### config.mk
export PLATFORM = sky130hd
export DESIGN_NAME = mem_req_arbiter
export DESIGN_NICKNAME = d
export VERILOG_FILES = /design/src/rtl/mem_req_arbiter.sv
export SDC_FILE = /design/constraint.sdc
export NUM_CORES = 1
export LEC_CHECK = 0
export ABC_AREA = 1
export BUFFER_PORTS_ARGS = -buffer_cell sky130_fd_sc_hd__buf_2
export CAP_MARGIN = 20
export CORE_AREA = 3 3 155 157
export CTS_BUF_LIST = sky130_fd_sc_hd__clkbuf_8
export DETAILED_ROUTE_END_ITERATION = 10
export DIE_AREA = 0 0 158 160
export HOLD_SLACK_MARGIN = 0.03
export RECOVER_POWER = 50
export SLEW_MARGIN = 0
export SYNTH_ARGS = -nofsm -noshare
export SYNTH_HDL_FRONTEND = slang
export SYNTH_SLANG_ARGS = --single-unit
### constraint.sdc
create_clock -name CLK -period 3.2 [get_ports CLK]
set_input_delay 0.16 -clock CLK [delete_from_list [all_inputs] [get_ports CLK]]
set_output_delay 0.16 -clock CLK [all_outputs]
set_load 0.02 [all_outputs]
### src/rtl/mem_req_arbiter.sv
// Round-robin arbiter sharing one single-ported RAM between four cache requesters.
// One transaction at a time; a watchdog ends accesses that the RAM never acknowledges.
module mem_req_arbiter #(
  parameter int unsigned TIMEOUT = 16
) (
  input  logic         CLK,
  input  logic         nRST,
  input  logic [3:0]   req_ren,
  input  logic [3:0]   req_wen,
  input  logic [127:0] req_addr,
  input  logic [127:0] req_store,
  output logic [3:0]   req_done,
  output logic         req_err,
  output logic [31:0]  req_load,
  output logic         busy,
  output logic         ramREN,
  output logic         ramWEN,
  output logic [31:0]  ramaddr,
  output logic [31:0]  ramstore,
  input  logic [31:0]  ramload,
  input  logic         ram_ready
);

  localparam int unsigned CNT_W    = 8;
  localparam logic [CNT_W-1:0] CNT_LAST = CNT_W'(TIMEOUT - 1);

  typedef enum logic [1:0] {IDLE, ACCESS, DONE} state_t;

  state_t           r_state;
  logic [1:0]       r_grant;
  logic [1:0]       r_last;
  logic             r_wr;
  logic [CNT_W-1:0] r_cnt;

  logic [3:0]       w_pend;
  logic             w_any;
  logic [1:0]       w_pick;
  logic [31:0]      w_addr;
  logic [31:0]      w_store;
  logic             w_wr;

  assign w_pend = req_ren | req_wen;
  assign w_any  = |w_pend;

  // Scan from farthest to nearest so the nearest pending index after r_last wins.
  always_comb begin
    w_pick = r_last;
    for (int k = 4; k >= 1; k--) begin
      if (w_pend[r_last + 2'(k)]) w_pick = r_last + 2'(k);
    end
  end

  assign w_addr  = req_addr[{w_pick, 5'd0} +: 32];
  assign w_store = req_store[{w_pick, 5'd0} +: 32];
  assign w_wr    = req_wen[w_pick];

  always_ff @(posedge CLK or negedge nRST) begin
    if (!nRST) begin
      r_state  <= IDLE;
      r_grant  <= 2'd0;
      r_last   <= 2'd3;
      r_wr     <= 1'b0;
      r_cnt    <= '0;
      req_done <= 4'd0;
      req_err  <= 1'b0;
      req_load <= 32'd0;
      busy     <= 1'b0;
      ramREN   <= 1'b0;
      ramWEN   <= 1'b0;
      ramaddr  <= 32'd0;
      ramstore <= 32'd0;
    end else begin
      req_done <= 4'd0;
      case (r_state)
        IDLE: begin
          if (w_any) begin
            r_grant  <= w_pick;
            r_wr     <= w_wr;
            ramaddr  <= w_addr;
            ramstore <= w_store;
            ramWEN   <= w_wr;
            ramREN   <= ~w_wr;
            r_cnt    <= '0;
            busy     <= 1'b1;
            r_state  <= ACCESS;
          end
        end
        ACCESS: begin
          r_cnt <= r_cnt + CNT_W'(1);
          // An acknowledge on the final watchdog cycle still counts as success.
          if (ram_ready) begin
            if (!r_wr) req_load <= ramload;
            req_err           <= 1'b0;
            ramREN            <= 1'b0;
            ramWEN            <= 1'b0;
            req_done[r_grant] <= 1'b1;
            r_state           <= DONE;
          end else if (r_cnt == CNT_LAST) begin
            req_load          <= 32'd0;
            req_err           <= 1'b1;
            ramREN            <= 1'b0;
            ramWEN            <= 1'b0;
            req_done[r_grant] <= 1'b1;
            r_state           <= DONE;
          end
        end
        DONE: begin
          r_last  <= r_grant;
          req_err <= 1'b0;
          busy    <= 1'b0;
          r_state <= IDLE;
        end
        default: r_state <= IDLE;
      endcase
    end
  end

endmodule
======== Yosys cells after proc, flatten, opt, wreduce, memory -nomap -nowiden ========
Cells that the tools add are included.
Widths: inputs -> output; s select.
word-level totals
  output and inout port bits .............. 104
  word-level logic and storage cells ...... 83
  input port bits ......................... 299
  flip-flop bits (word level) ............. 119
cells by class
  bitwise logic cells ..................... 2
  equal/unequal tests ..................... 6
  reduce and logical (&&, ||, !) cells .... 14
  add/sub/neg operators ................... 4
  order comparisons ....................... 6
  shift-type cells ........................ 2
  multiplexer cells ....................... 36
operators with widths
  operator             number
  $shiftx 128x8->32    2
  $mux 32              3
  $pmux 8 s2           1
  $lt 2x3->1 const B   5
  $mux 1               12
  $mux 2               6
  $mux 4               3
  $reduce_and 2->1     5
  $add 8x1->8 const B  1
  $bmux 1 s2           4
  $eq 8x4->1 const B   1
  $mux 8               1
  $pmux 1 s2           4
  $reduce_bool 2->1    4
  $reduce_and 3->1     2
  $add 2x2->2 const B  2
  $ne 2x2->1 const B   2
  $or 4x4->4           1
  $pmux 2 s2           1
  $reduce_or 4->1      1
  $ne 3x3->1 const B   1
  $add 2x1->2 const B  1
  $demux 1 s2          1
  $eq 2x1->1 const B   1
  other kinds (5)      5

======== Longest topological paths before layout ========
  word-level depth ........................ 11
  mapped depth ............................ 17
  depth with buffers taken out ............ 15

======== Worst setup path after synthesis ========
OpenSTA, ideal clock, no wires.
  kind .................................... register to register
  start point ............................. register r_last[1]
  end point ............................... register ramstore[15]
  path buffers ............................ 3
  arrival ................................. 1771 ps
  library setup time ...................... 118 ps
  stages on the path, launching flop included .. 17
  slack ................................... 1311 ps
  required time ........................... 3082 ps
  period minus slack after synthesis ...... 1889 ps
  path through ............................ dfstp_2 buf_4 inv_2 nand2_1 nand2_1 nand3_1 nand2_1 inv_2 nand2_1 nand2_2 buf_4 buf_2 nand3b_1 nand2_1 nand2_1 nand3_1 nand2_1
between the ends
  cells in the longest elaborated chain, start to end .. 7
  elaborated cells on any way between the ends .. 13
  classes of those cells .................. 3 x add/sub; 1 x shift; 9 x mux
RTL lines
  item                          RTL line  text
  start, declared               31        logic [1:0] r_last;
  start signal, assigned        108       r_last <= r_grant;
  $add 2x2->2                   49        if (w_pend[r_last + 2'(k)]) w_pick = r_last + 2'(k);
  $bmux 1 s2                    49
  $mux 1 (not written as such)  49
  $mux 2 (2 in series)          49
  $mux 2 *                      49
  $shiftx 128x8->32 *           54        assign w_store = req_store[{w_pick, 5'd0} +: 32];
  end signal, assigned          80        ramstore <= w_store;
  end, declared                 19        output logic [31:0] ramstore,
Mark *: on every way between the ends. The rest lies on a longest branch, timed or not. The select of a mux whose other input is x is not followed.
A chain may end at the register's enable or synchronous reset.

======== Worst setup path in the final report ========
  start point ............................. register r_last[0]
  end point ............................... register ramaddr[20]
between the ends
  cells in the longest elaborated chain, start to end .. 7
  elaborated cells on any way between the ends .. 13
  classes of those cells .................. 3 x add/sub; 1 x shift; 9 x mux
RTL lines
  item                          RTL line  text
  $add 2x2->2                   49
  $bmux 1 s2                    49
  $mux 1 (not written as such)  49
  $mux 2 (2 in series)          49
  $mux 2 *                      49
  $shiftx 128x8->32 *           53        assign w_addr = req_addr[{w_pick, 5'd0} +: 32];
  end signal, assigned          79        ramaddr <= w_addr;
  end, declared                 18        output logic [31:0] ramaddr,
Marked as above.

==> out/results.txt <==
The run finished with clean final reports. The power density relative to cell area was 1120 nW/um2. Walking the worst path, the cells encountered are inv_1 -> nand2_1 -> nand2_1 -> nand3_1 -> nand2_1 -> inv_2 -> nand3_2 -> nand2_4 -> buf_6 -> nand2_1 -> nand3_1 -> dlygate4sd3_1 -> nand3_1 -> nand2_1. The leakage power total came out at 5.47 nW. The beginning of the worst hold path was req_addr[72]. The critical path is of the flop to flop type.

For this run, design rule violations remaining after detail routing come to 0. Counting tap cells, the placed design contains a total of 1699 instances. The worst setup path is launched from a flop. The run gives 0.0601 ns as the worst-case hold slack. TritonCTS built the clock tree.

Clock skew on the completed layout was measured at 0.0135 ns. The overall die area came out at 25300 um2. For this run, the leading register cell type out of synthesis is dfrtp_1. Fraction of final layout cells with drive strength greater than 1: 0.243. STA classifies the critical path endpoint as a flop. The final critical-path share of the clock period was 0.904. The number of nets in the final layout is 1783, and the number of synthesized register bits is 119.

The global-route wire length before repair is 41800 um. The ratio of routed vias to standard cells works out to 4.72. The core utilization of the finished layout is 0.446, and the area of the mapped netlist is 7120 um2. The count of endpoints failing hold in the final timing report was 0; the maximum net fanout on the critical path was 58.

The run gives 0.31 ns as the worst-case register-to-register setup slack. The worst hold path was traced through 5 stages. The violation count after the first detailed-routing iteration is 589. For this run, the number of Yosys warnings is 0. The via count of the first global-routing pass is 7987, and the aggregate negative setup slack is 0 ns. The dominant cell type by area after synthesis is dfrtp_1.

Data arrives at the worst endpoint at 3.26 ns. For the number of antenna violations at the first check in global routing, the log shows 2. The worst register-to-register path ends at ramaddr[20].

The tree is rooted in a clkbuf_8. At the end of routability-driven placement, the weighted congestion stood at 0.885. The core region is 22600 um2.

In the post-synthesis netlist, the biggest area contributors are dfrtp_1 (41%), nand2_1 (25%), nand3_1 (15%). The most numerous cell type found on the critical path is nand2_1. For this design the top-level I/O count stands at 403.

The area growth from synthesis to layout is 41.8%. The class of the tightest hold or removal check was input port to flop. Detailed placement ended at an HPWL of 20000 um.

Counting every net in the synthesized netlist gives 1367. Among all stages on the critical path, the largest delay is contributed by dfstp_2. In this run, CTS created clock tree buffers numbering 17. Count of maximum capacitance violations: 0.

The global-route usage over all layers came out at 0.207. Based on the critical path, the design can be clocked at up to 346 MHz. The effective utilization at floorplan is 0.315.

The worst max-slew margin expressed relative to the limit was 0.00678; the clock transition time at the flip-flop clock pins of the worst setup and hold paths was 0.08 ns. From left edge to right edge, the die measures 158 um. The average instance area after synthesis was 6.67 um2; the count of fill cells added during filler insertion was 2447. The design draws 11.3 mW. Area share of the largest cell type after synthesis: 0.411.

The fraction of met2 tracks used by global routing is 0.356, and the number of instances in the synthesized netlist is 1067. The peak supply drop was 0.000626 V. Most heavily used metal layer in global routing: met2. The logs give 2 for the maximum count of clock buffers along a single path and 0.418 for the post-synthesis sequential area ratio.

The transition time of the tightest slew-check pin was 1.49 ns. The number of synthesized flops with an enable pin is 0, and the fraction of met1 tracks used by global routing is 0.253. The run gives 0 as the max-slew violation count. Clock net sink count: 119. After the flow finishes, the layout carries non-filler instances totaling 1782. The final global-route overflow total is 0, and the standard-cell row count is 55. The overall routed net length is 27500 um, and the y dimension of the die is 160 um. STA puts the critical path data required time at 3.57 ns. The insertion delay of the later-clocked pin in the worst-skew pair was 0.43 ns.

For this run, the slowest stage of the critical path takes 0.66 ns. The number of setup buffers added after CTS is 0. The count of H-tree levels built during CTS was 4. In this run the tool buffered the top-level ports with 402 buffer cells. Setup repair after global routing left no endpoint under its margin.

The number of cells traversed by the worst register-to-register path is 14, and the global routing usage on met3 is 0.0531. Entering global routing, the biggest net connects 74 pins. The tools report the startpoint of the worst-slack reg-to-reg timing path as r_last[0]. Detailed routing inserted a total of 8404 vias.

The most common cell in the synthesized netlist is nand2_1. Sorting the synthesized cells by how often they occur yields nand2_1 (469), nand3_1 (214), dfrtp_1 (117). The run gives 0 as the number of nets with antenna violations after routing. The terminating pin of the worst hold path was ramaddr[8].

Subtracting the final worst setup slack from the clock period gives 2.89 ns. The first TritonRoute pass finished after 5 iterations. The average routed wire per standard cell is 15.4 um. Async set or reset register ratio after synthesis: 1.00. The logs give 26 for the post-synthesis cell type count and 0 for the setup-violating endpoint count in the final report.
## metrics by stage
| step | worst slack, ns | area (um2) |
|---|---|---|
| global route | 0.0164 | 10100 |
| CTS | 0.174 | 10200 |
| global placement | 0.641 | 9300 |
| finish | 0.308 | 10100 |
| floorplan | 1.31 | 7120 |
| detailed placement | 0.572 | 9300 |
## power breakdown
group          internal (mW)  switching (mW)  total (mW)
logic                   2.22            5.03        7.25
clock network          0.807           0.651        1.46
registers               2.20           0.416        2.62
total                   5.23            6.10        11.3
## layout by cell type (no fill, tap or decap), types with 4 or more instances in the layout
master           n
clkbuf_1       104
nand3b_1        27
dfrtp_1        117
nand3_1        214
nor3_1           4
clkbuf_8        19
nand2_1        468
inv_1           80
buf_4           11
o21ai_0         13
a21oi_1          4
o21ai_1         30
inv_2            5
buf_2          297
nor2_1          16
dlygate4sd3_1   50
clkinv_2         4
## metal layers
metal / share of wire / routed length [um]
met1: 0.41 / 11400
met2: 0.49 / 13600
met3: 0.071 / 1970
met4: 0.019 / 522
met5: 0.00047 / 13
## kinds of logic (layout without fill, tap and decap cells)
group | after synthesis | count (layout) | synth area share
other | 0 | 1 | 0
buffers and inverters | 156 | 585 | 0.0956
AOI/OAI and AO/OA | 51 | 51 | 0.0372
DFF | 119 | 119 | 0.418
adders and majority gates | 1 | 1 | 0.00176
and+or+nand+nor | 740 | 740 | 0.447
## layout make-up
cell class	count	area, um2	share of cell area
antenna	1	2.50	0.000248
clock inverter	13	154	0.0152
timing repair buffer	469	2550	0.252
sequential	119	2980	0.295
multi-input combinational	792	3480	0.345
tap	285	357	0.0353
clock buffer	19	262	0.0259
inverter	84	315	0.0312
## sequential cells by signal (all words and copies together), names as in the netlist, 2 cells and up
register  cells
req_load     32
ramstore     32
r_cnt         8
r_state       2
r_grant       2
r_last        2
ramaddr      32
req_done      4
## critical path, delay by kind of cell, from the launching register on
family | cells | cell delay, ns
and+or+nand+nor | 10 | 0.96
DFF | 1 | 0.66
buffers and inverters | 4 | 1.20
## how the worst max path moves through the flow
stage	startpoint	to	cells past startpoint
final	r_last[0]	ramaddr[20]	14
after global routing	r_last[0]	ramaddr[20]	16
after CTS	r_last[0]	ramaddr[20]	16
after detailed placement	r_last[0]	ramstore[27]	15
after global placement	r_last[0]	ramstore[27]	15
after floorplan	r_last[1]	ramstore[15]	16
## timing repair
item,4_1_cts,5_1_grt
hold endpoints to repair,98,0
hold buffers,50,0
setup endpoints to repair,0,5
resized for setup,0,5
Note: power is estimated with default switching activity, not from simulation.
